==> src/rtl/clk_div_monitor_pkg.sv <==
// Shared types and defaults for the divided-clock monitor and its bench.
package clk_div_monitor_pkg;

   localparam int unsigned CNT_W_DEF   = 8;
   localparam int unsigned TIMEOUT_DEF = 255;
   localparam int unsigned STAT_W      = 8;

   typedef enum logic [1:0] {
      ST_SYNC = 2'd0,
      ST_HIGH = 2'd1,
      ST_LOW  = 2'd2
   } state_e;

   // Status counters stick at all-ones instead of wrapping.
   function automatic logic [STAT_W-1:0] sat_inc_stat(input logic [STAT_W-1:0] v);
      return (v == {STAT_W{1'b1}}) ? v : v + STAT_W'(1);
   endfunction

endpackage

==> src/rtl/clk_div_monitor_if.sv <==
// Expectation inputs and measurement/status outputs of the divided-clock monitor.
interface clk_div_monitor_if
   import clk_div_monitor_pkg::*;
#(
   parameter int unsigned CNT_W = CNT_W_DEF
);
   logic              sig_in;
   logic [CNT_W-1:0]  exp_high;
   logic [CNT_W-1:0]  exp_low;
   logic [CNT_W-1:0]  high_len;
   logic [CNT_W-1:0]  low_len;
   logic [CNT_W:0]    period;
   logic              meas_valid;
   logic              match;
   logic [STAT_W-1:0] err_count;
   logic [STAT_W-1:0] edge_count;
   logic              stuck;

   modport master (
      output sig_in, exp_high, exp_low,
      input  high_len, low_len, period, meas_valid, match, err_count, edge_count, stuck
   );

   modport slave (
      input  sig_in, exp_high, exp_low,
      output high_len, low_len, period, meas_valid, match, err_count, edge_count, stuck
   );
endinterface

==> src/rtl/clk_div_monitor_edge_detect_sync.sv <==
// Two-flop sampler of an asynchronous-looking level with rise/fall strobes.
module edge_detect_sync (
   input  logic clk,
   input  logic rst,
   input  logic sig_in,
   output logic rise_c,
   output logic fall_c
);
   logic sig_q, sig_d;
   logic sig_q2, sig2_d;

   always_comb begin
      sig_d  = sig_in;
      sig2_d = sig_q;
   end

   always_ff @(posedge clk) begin
      if (rst) begin
         sig_q  <= 1'b0;
         sig_q2 <= 1'b0;
      end else begin
         sig_q  <= sig_d;
         sig_q2 <= sig2_d;
      end
   end

   assign rise_c = sig_q & ~sig_q2;
   assign fall_c = ~sig_q & sig_q2;
endmodule

==> src/rtl/clk_div_monitor.sv <==
// Measures high/low/period of a divided clock sampled in the clk_in domain and
// checks each complete period against the programmed expectations.
module clk_div_monitor
   import clk_div_monitor_pkg::*;
#(
   parameter int unsigned CNT_W   = CNT_W_DEF,
   parameter int unsigned TIMEOUT = TIMEOUT_DEF,
   parameter int unsigned TOL     = 0
) (
   input  logic             clk_in,
   input  logic             rst,
   clk_div_monitor_if.slave mon
);
   localparam int unsigned      PER_W     = CNT_W + 1;
   localparam logic [CNT_W-1:0] TIMEOUT_C = CNT_W'(TIMEOUT);
   localparam logic [CNT_W-1:0] TOL_C     = CNT_W'(TOL);
   localparam logic [CNT_W-1:0] ONE_C     = CNT_W'(1);

   logic rise_c, fall_c, match_c;

   state_e            state_q, state_d;
   logic [CNT_W-1:0]  run_cnt_q, run_cnt_d;
   logic [CNT_W-1:0]  high_len_q, high_len_d;
   logic [CNT_W-1:0]  low_len_q, low_len_d;
   logic [PER_W-1:0]  period_q, period_d;
   logic              meas_valid_q, meas_valid_d;
   logic              match_q, match_d;
   logic [STAT_W-1:0] err_count_q, err_count_d;
   logic [STAT_W-1:0] edge_count_q, edge_count_d;
   logic              stuck_q, stuck_d;

   edge_detect_sync u_edge (
      .clk    (clk_in),
      .rst    (rst),
      .sig_in (mon.sig_in),
      .rise_c (rise_c),
      .fall_c (fall_c)
   );

   function automatic logic [CNT_W-1:0] abs_diff(input logic [CNT_W-1:0] a,
                                                  input logic [CNT_W-1:0] b);
      return (a >= b) ? (a - b) : (b - a);
   endfunction

   // The running count is the low length of the period closing this cycle.
   assign match_c = (abs_diff(high_len_q, mon.exp_high) <= TOL_C) &&
                    (abs_diff(run_cnt_q, mon.exp_low) <= TOL_C);

   always_comb begin
      state_d      = state_q;
      run_cnt_d    = run_cnt_q;
      high_len_d   = high_len_q;
      low_len_d    = low_len_q;
      period_d     = period_q;
      meas_valid_d = 1'b0;
      match_d      = match_q;
      err_count_d  = err_count_q;
      edge_count_d = edge_count_q;
      stuck_d      = stuck_q;

      unique case (state_q)
         ST_SYNC: begin
            if (rise_c) begin
               state_d      = ST_HIGH;
               run_cnt_d    = ONE_C;
               edge_count_d = sat_inc_stat(edge_count_q);
            end
         end
         ST_HIGH: begin
            if (fall_c) begin
               high_len_d = run_cnt_q;
               run_cnt_d  = ONE_C;
               state_d    = ST_LOW;
            end else if (run_cnt_q == TIMEOUT_C) begin
               stuck_d   = 1'b1;
               run_cnt_d = '0;
               state_d   = ST_SYNC;
            end else begin
               run_cnt_d = run_cnt_q + ONE_C;
            end
         end
         ST_LOW: begin
            if (rise_c) begin
               low_len_d    = run_cnt_q;
               period_d     = PER_W'(high_len_q) + PER_W'(run_cnt_q);
               meas_valid_d = 1'b1;
               match_d      = match_c;
               edge_count_d = sat_inc_stat(edge_count_q);
               if (!match_c) err_count_d = sat_inc_stat(err_count_q);
               run_cnt_d    = ONE_C;
               state_d      = ST_HIGH;
            end else if (run_cnt_q == TIMEOUT_C) begin
               stuck_d   = 1'b1;
               run_cnt_d = '0;
               state_d   = ST_SYNC;
            end else begin
               run_cnt_d = run_cnt_q + ONE_C;
            end
         end
         default: begin
            state_d   = ST_SYNC;
            run_cnt_d = '0;
         end
      endcase
   end

   always_ff @(posedge clk_in) begin
      if (rst) begin
         state_q      <= ST_SYNC;
         run_cnt_q    <= '0;
         high_len_q   <= '0;
         low_len_q    <= '0;
         period_q     <= '0;
         meas_valid_q <= 1'b0;
         match_q      <= 1'b0;
         err_count_q  <= '0;
         edge_count_q <= '0;
         stuck_q      <= 1'b0;
      end else begin
         state_q      <= state_d;
         run_cnt_q    <= run_cnt_d;
         high_len_q   <= high_len_d;
         low_len_q    <= low_len_d;
         period_q     <= period_d;
         meas_valid_q <= meas_valid_d;
         match_q      <= match_d;
         err_count_q  <= err_count_d;
         edge_count_q <= edge_count_d;
         stuck_q      <= stuck_d;
      end
   end

   assign mon.high_len   = high_len_q;
   assign mon.low_len    = low_len_q;
   assign mon.period     = period_q;
   assign mon.meas_valid = meas_valid_q;
   assign mon.match      = match_q;
   assign mon.err_count  = err_count_q;
   assign mon.edge_count = edge_count_q;
   assign mon.stuck      = stuck_q;
endmodule

==> src/flat_wrapper.sv <==
// flat-port wrapper written by rule: the top's interface ports become plain ports
module clk_div_monitor_flat import clk_div_monitor_pkg::*;
#(
   parameter int unsigned CNT_W   = CNT_W_DEF,
   parameter int unsigned TIMEOUT = TIMEOUT_DEF,
   parameter int unsigned TOL     = 0
)
  (clk_in, rst, mon_sig_in, mon_exp_high, mon_exp_low, mon_high_len, mon_low_len, mon_period, mon_meas_valid, mon_match, mon_err_count, mon_edge_count, mon_stuck);
  clk_div_monitor_if #(.CNT_W(CNT_W)) mon_i ();
  input  logic clk_in;
  input  logic rst;
  input wire logic [$bits(mon_i.sig_in)-1:0] mon_sig_in;
  input wire logic [$bits(mon_i.exp_high)-1:0] mon_exp_high;
  input wire logic [$bits(mon_i.exp_low)-1:0] mon_exp_low;
  output wire logic [$bits(mon_i.high_len)-1:0] mon_high_len;
  output wire logic [$bits(mon_i.low_len)-1:0] mon_low_len;
  output wire logic [$bits(mon_i.period)-1:0] mon_period;
  output wire logic [$bits(mon_i.meas_valid)-1:0] mon_meas_valid;
  output wire logic [$bits(mon_i.match)-1:0] mon_match;
  output wire logic [$bits(mon_i.err_count)-1:0] mon_err_count;
  output wire logic [$bits(mon_i.edge_count)-1:0] mon_edge_count;
  output wire logic [$bits(mon_i.stuck)-1:0] mon_stuck;
  assign mon_i.sig_in = mon_sig_in;
  assign mon_i.exp_high = mon_exp_high;
  assign mon_i.exp_low = mon_exp_low;
  assign mon_high_len = mon_i.high_len;
  assign mon_low_len = mon_i.low_len;
  assign mon_period = mon_i.period;
  assign mon_meas_valid = mon_i.meas_valid;
  assign mon_match = mon_i.match;
  assign mon_err_count = mon_i.err_count;
  assign mon_edge_count = mon_i.edge_count;
  assign mon_stuck = mon_i.stuck;
  clk_div_monitor #(.CNT_W(CNT_W), .TIMEOUT(TIMEOUT), .TOL(TOL)) u_core (.clk_in(clk_in), .rst(rst), .mon(mon_i));
endmodule
==> config.mk <==
export PLATFORM = sky130hd
export DESIGN_NAME = clk_div_monitor_flat
export DESIGN_NICKNAME = d
export VERILOG_FILES = /design/src/rtl/clk_div_monitor_pkg.sv /design/src/rtl/clk_div_monitor_if.sv /design/src/rtl/clk_div_monitor_edge_detect_sync.sv /design/src/rtl/clk_div_monitor.sv /design/src/flat_wrapper.sv
export SDC_FILE = /design/constraint.sdc
export NUM_CORES = 1
export LEC_CHECK = 0
export CORE_ASPECT_RATIO = 0.6
export CORE_UTILIZATION = 55
export DETAILED_ROUTE_END_ITERATION = 10
export GPL_ROUTABILITY_DRIVEN = 1
export PLACE_DENSITY = 0.93
export SYNTH_ARGS = -nofsm -noshare
export SYNTH_HDL_FRONTEND = slang
export SYNTH_SLANG_ARGS = --single-unit
export TNS_END_PERCENT = 10
==> constraint.sdc <==
create_clock -name clk_in -period 3.28 [get_ports clk_in]
set_input_delay 0.82 -clock clk_in [delete_from_list [all_inputs] [get_ports clk_in]]
set_output_delay 0.82 -clock clk_in [all_outputs]
set_load 0.02 [all_outputs]
[Word-level counts from Yosys, hierarchy flattened]
Cells that the tools add are included.
Word-level totals
  flip-flop bits (word level): 56
  bits of input ports: 19
  logic and storage cells: 67
Operators by class
  $lt $le $gt $ge: 4
  bitwise operators: 8
  add/sub/neg operators: 8
  muxes and demuxes: 17
  equality and inequality tests: 8
  reduce and logical (&&, ||, !) cells: 10
Operators with widths (count)
  $mux W8: 6
  $sub A8 B8 Y8: 4
  $add A8 B1 Y8 const B: 3
  $eq A8 B8 Y1 const B: 3
  $pmux W8 S3: 1
  $ge A8 B8 Y1: 2
  $le A8 B1 Y1 const B: 2
  $add A8 B8 Y9: 1
  $mux W2: 4
  $not A1 Y1: 6
  $pmux W2 S3: 1
  $reduce_and A3 Y1: 2
  $mux W1: 4
  $ne A2 B2 Y1 const B: 2
  $reduce_and A2 Y1: 2
  $reduce_and A4 Y1: 1
  $reduce_or A2 Y1: 2
  $and A1 B1 Y1: 2
  $eq A2 B1 Y1 const B: 1
  $eq A2 B2 Y1 const B: 1
  $logic_not A2 Y1: 1
  $ne A2 B1 Y1 const B: 1
  $pmux W1 S2: 1
  $reduce_bool A2 Y1: 1
  $logic_and A1 B1 Y1: 1

[Logic depth before layout (Yosys ltp)]
  word-level depth: 6
  mapped depth: 12

[By module]
Synthesis repeated with hierarchy kept, for this count alone.
Second synthesis, totals
  cells, all modules: 496
  area, all modules: 3860.0 sq um
Modules (own cells, without submodules)
  clk_div_monitor: cells an instance 490, instances 1, seq. area each 1081.0 sq um, area each 3794.9 sq um
  edge_detect_sync: cells an instance 6, instances 1, seq. area each 40.0 sq um, area each 65.1 sq um

[Worst setup path before layout]
OpenSTA, ideal clock, no wires.
  path kind: input to register
  from: input mon_exp_high[3]
  to: register u_core.err_count_q[6], in the netlist u_core.mon.err_count[6]
  cell stages on the path: 11
  path buffers: 2
  setup slack: 0.311 ns
  required time: 3.151 ns
  data arrival time: 2.840 ns
  cell sequence: ha_1 -> buf_6 -> or3_1 -> nor3_2 -> o21ai_1 -> a2111oi_2 -> nand4_1 -> a22oi_4 -> buf_6 -> o21a_1 -> nor3_2
On the way
  longest elaborated chain between the ends: 6
RTL lines
  from (decl): line flat_wrapper.sv:13  | input wire logic [$bits(mon_i.exp_high)-1:0] mon_exp_high;
  $sub A8 B8 Y8 / $ge A8 B8 Y1 (equally long branches): line clk_div_monitor.sv:42  | return (a >= b) ? (a - b) : (b - a);
  $mux W8 (*): line clk_div_monitor.sv:42
  $le A8 B1 Y1 (*): line clk_div_monitor.sv:46  | assign match_c = (abs_diff(high_len_q, mon.exp_high) <= TOL_C) &&
  $logic_and A1 B1 Y1 (*): line clk_div_monitor.sv:46
  $not A1 Y1 (no line) (*)
  $reduce_and A4 Y1 (no line) (*)
  to (signal assigned): line clk_div_monitor.sv:127  | err_count_q <= err_count_d;
  to (decl): line clk_div_monitor.sv:28  | logic [STAT_W-1:0] err_count_q, err_count_d;
Mark *: on every way between the ends. The rest lies on a longest branch, timed or not.
A chain may end at the register's enable or synchronous reset.

[Worst setup path in the final report]
  from: input mon_exp_low[6]
  to: register u_core.err_count_q[1], in the netlist u_core.mon.err_count[1]
On the way
  longest elaborated chain between the ends: 6
RTL lines
  from (decl): line flat_wrapper.sv:14  | input wire logic [$bits(mon_i.exp_low)-1:0] mon_exp_low;
  $sub A8 B8 Y8 / $ge A8 B8 Y1 (equally long branches): line clk_div_monitor.sv:42
  $mux W8 (*): line clk_div_monitor.sv:42
  $le A8 B1 Y1 (*): line clk_div_monitor.sv:47  | (abs_diff(run_cnt_q, mon.exp_low) <= TOL_C);
  $logic_and A1 B1 Y1 (*): line clk_div_monitor.sv:46
  $not A1 Y1 (no line) (*)
  $reduce_and A4 Y1 (no line) (*)
Marks and branches as above.

==> summary.md <==
| Metric | Value |
|---|---|
| Status | `finished with violations` |
| Failing checks | `design-rule violations` |
| Worst-case vdd ir drop | `~0.21 mV` |
| CP startpoint | `mon_exp_low[6]` |
| R2r worst-path depth | `12` |
| Fin area | `roughly 5600 sq um` |
| Congestion Overflow GR | `0` |
| H-tree level count | `2` |
| Root buf cell | `clkbuf_16` |
| Vias in the first global route | `4216` |
| Drc violations | `4` |
| Sw Ratio | `0.272` |
| Clock Latency Late Sink | `0.31 ns` |
| Most frequent cells in the layout | `61 x nand2_1, 57 x buf_4, 56 x dfxtp_1, 50 x a21oi_1, 47 x clkdlybuf4s50_1` |
| Sequential cell area fraction in the yosys report | `0.281` |
| Diode count | `0` |
| Mapped Cells | `512` |
| PwrDens | `between 200 and 300 nW/um^2` |
| Clock transition at the registers of the reported paths | `about 0.07 ns` |
| First-pass GRT wire length | `between 15 and 20 mm` |
| Syn Nets | `577` |
| Least-Margin Pin Slew | `just over 1 ns` |
| Nets | `689` |
| Mapped cell area | `roughly 4000 sq um` |
| Lkg Pwr | `between 2 and 2.5 nW` |
| Power Total | `between 1.5 and 2 mW` |
| Maxcap violations | `0` |
| Int Pwr | `1.10 mW` |
| Post-Synth Simple-Gate Area | `0.225` |
| Max Fclk | `between 300 and 400 MHz` |
| Combinational share of power | `0.176` |
| Compound-Gate Fraction of Synth Area | `0.235` |
| Largest net degree at the start of global routing | `57` |
| Top FF cell, synth | `dfxtp_1` |
| Clock power share | `0.363` |
| Initial antenna violation count | `0` |
| Sequential power share | `0.461` |
| Fillers | `between 400 and 500` |
| Layout cells sized above 1 | `0.222` |
| Distinct cell type count after synthesis | `a little under 70` |
| Dpl ws | `-0.413 ns` |
| Buffer depth of the longest clock path | `2` |
| Async SR Flop Fraction | `0` |
| EDFF count, synth | `0` |
| Routed len/inst | `roughly 18 microns` |
| PortBufs | `62` |
| Yosys Warn Count | `0` |
| Largest family of logic cells by synthesized area | `compound AO/OA/AOI/OAI gates` |
| Crit end category | `flop` |
| Pre-antenna DRT Iters | `11` |
| R2R Path End | `u_core.mon.err_count[3]` |
| Setup violations, final | `0` |
| Hold crit path type | `flop to flop` |
| Total track usage | `0.331` |
| Worst endpoint required time | `roughly 3.5 ns` |
| Area delta synth->final | `41.1%` |
| CP max FO | `6` |
| Global placement routability congestion | `between 0.9 and 1` |
| Worst hold stages | `2` |
| CTS tree | `done` |
| Sw Pwr | `410 uW` |
| Flops & latches, synth | `56` |
| Height of the die | `68.0 microns` |
| Mapped Avg Cell Area | `just under 8 sq um` |
| Xor/xnor share of the synthesized area | `0.0395` |
| Final Hold Viols | `0` |
| Period utilisation layout | `0.982` |
| IO Pins | `63` |
| Flop2flop setup slack | `0.12 ns` |
| Core ar. | `about 7000 sq um` |
| Worst hold path endpoint | `u_core.mon.low_len[4]` |
| Via count | `roughly 4400` |
| Placed inst area | `around 5000 sq um` |
| CTS Buf Count | `5` |
| Starting density of the core | `0.583` |
| Crit Path Category | `input pin to flop` |
| Synth Area in Adders | `0.146` |
| Dpl hpwl | `between 8 and 9 mm` |
| Initial drt markers | `approximately 550` |
| Critical Path AT | `3.45 ns` |
| Fin Hold WS | `~0.45 ns` |
| Critical Path Start Type | `input pin` |
| Commonest non-fill, non-tap cell in the layout | `nand2_1` |
| Die area | `approximately 7600 sq um` |
| Slew Viols, Final | `0` |
| HP Start | `u_core.mon.low_len[4]` |
| DR vias/cell | `a little over 6` |
| Layout Skew | `between 0.006 and 0.007 ns` |
| Rows | `23` |
| Setup ws final | `around 0.058 ns` |
| Mux cell area share after synthesis | `0.00502` |
| Num Clock Sinks | `56` |
| Minimum clock period after layout | `3.22 ns` |
| Routed wire length | `approximately 13 mm` |
| Worst r2r src | `u_core.mon.high_len[5]` |
| Max-Slew Margin vs Limit | `0.307` |
| Die W | `around 110 microns` |
| ANT nets after route | `0` |
-- critical path: stages --
cell	delay [ns]
clkdlybuf4s50_1	0.48
inv_1	0.07
ha_4	0.31
nand2_2	0.07
o21bai_2	0.20
and3b_1	0.20
o211ai_1	0.28
a22oi_4	0.14
buf_6	0.16
buf_16	0.12
or3b_2	0.47
a21oi_2	0.13
-- per-layer routing --
metal	track usage	routed length [microns]	up-vias
li1	-	-	2035
met1	0.410	5280	2073
met2	0.581	6080	240
met3	0.0629	984	55
met4	0.142	446	0
met5	0	0	-
-- synth_stat cells, types with 3 or more instances --
| master | instances | share of area |
|---|---|---|
| ha_1 | 45 | 0.14 |
| nor3_1 | 7 | 0.0088 |
| a31oi_1 | 6 | 0.0094 |
| nor2b_1 | 9 | 0.014 |
| a211oi_1 | 7 | 0.013 |
| or3_1 | 8 | 0.013 |
| nand2_1 | 62 | 0.058 |
| nand3_1 | 10 | 0.013 |
| o21ai_1 | 9 | 0.011 |
| a21oi_1 | 55 | 0.069 |
| a21oi_2 | 3 | 0.0066 |
| xor2_1 | 13 | 0.029 |
| o31ai_1 | 3 | 0.0056 |
| and3_1 | 8 | 0.013 |
| dfxtp_1 | 56 | 0.28 |
| o211ai_1 | 5 | 0.0094 |
| nor2_1 | 39 | 0.037 |
| inv_1 | 45 | 0.042 |
| clkbuf_1 | 12 | 0.011 |
| o21ai_0 | 19 | 0.024 |
| o21a_1 | 4 | 0.0075 |
| o21bai_1 | 3 | 0.0056 |
| xnor2_1 | 5 | 0.011 |
| buf_2 | 5 | 0.0063 |
| nand4_1 | 10 | 0.016 |
| buf_6 | 3 | 0.0085 |
| nor3b_1 | 6 | 0.011 |
-- through the flow --
step / TNS (ns) / instances / util
floorplan: 0 / 512 / -
global placement: -2.30 / 688 / 0.727
detailed placement: -3.40 / 688 / 0.727
CTS: 0 / 705 / 0.794
global route: -0.0310 / 712 / 0.822
finish: 0 / 712 / 0.822
-- final cells by class --
type | count | area [sq um] | share of cell area
timing repair buffer | 126 | 1150 | 0.204
clock buffer | 5 | 125 | 0.0222
multi-input combinational | 390 | 2940 | 0.522
inverter | 45 | 169 | 0.0300
tap | 87 | 109 | 0.0193
sequential | 56 | 1120 | 0.199
clock inverter | 3 | 18.8 | 0.00333
-- sequential cells by signal, indices dropped and copies added (netlist names) --
signal	cells
u_core.mon.err_count	8
u_core.mon.meas_valid	1
u_core.run_cnt_q	8
u_core.u_edge.sig_q2	1
u_core.mon.high_len	8
u_core.mon.period	9
u_core.u_edge.sig2_d	1
u_core.state_q	2
u_core.mon.low_len	8
u_core.mon.stuck	1
u_core.mon.edge_count	8
u_core.mon.match	1
-- how the worst max path moves through the flow --
| stage | end | depth (start not counted) | slack, ns |
|---|---|---|---|
| global placement | u_core.mon.err_count[1] | 12 | -0.32 |
| finish | u_core.mon.err_count[1] | 12 | 0.06 |
| detailed placement | u_core.mon.err_count[5] | 11 | -0.41 |
| global route | u_core.mon.err_count[1] | 12 | -0.01 |
| floorplan | u_core.mon.err_count[6] | 11 | 0.31 |
| CTS | u_core.mon.err_count[1] | 13 | 0.0005 |
-- repair_timing --
| action | in CTS | in global routing |
|---|---|---|
| gates cloned | 2 | 0 |
| endpoints found under the setup margin | 8 | 9 |
| setup buffers | 7 | 7 |
| pin swaps | 15 | 34 |
| hold buffers | 0 | 0 |
| gates resized for setup | 47 | 47 |
-- logic make-up (layout without fill, tap and decap cells) --
kind of cell,after synthesis,after routing
simple gates,180,180
compound gates,144,144
buf+inv,66,179
flops,56,56
fa+ha+maj,46,46
xor+xnor,18,18
mux,2,2
-- power groups by stage --
stage	Sequential [mW]	Clock [mW]	Combinational [mW]
2_1_floorplan	0.708	0	0.125
3_3_place_gp	0.708	0	0.204
3_5_place_dp	0.709	0	0.214
4_1_cts	0.693	0.540	0.237
5_1_grt	0.694	0.569	0.285
6_report	0.694	0.547	0.265
No activity file was read; power rests on OpenSTA's default activity.
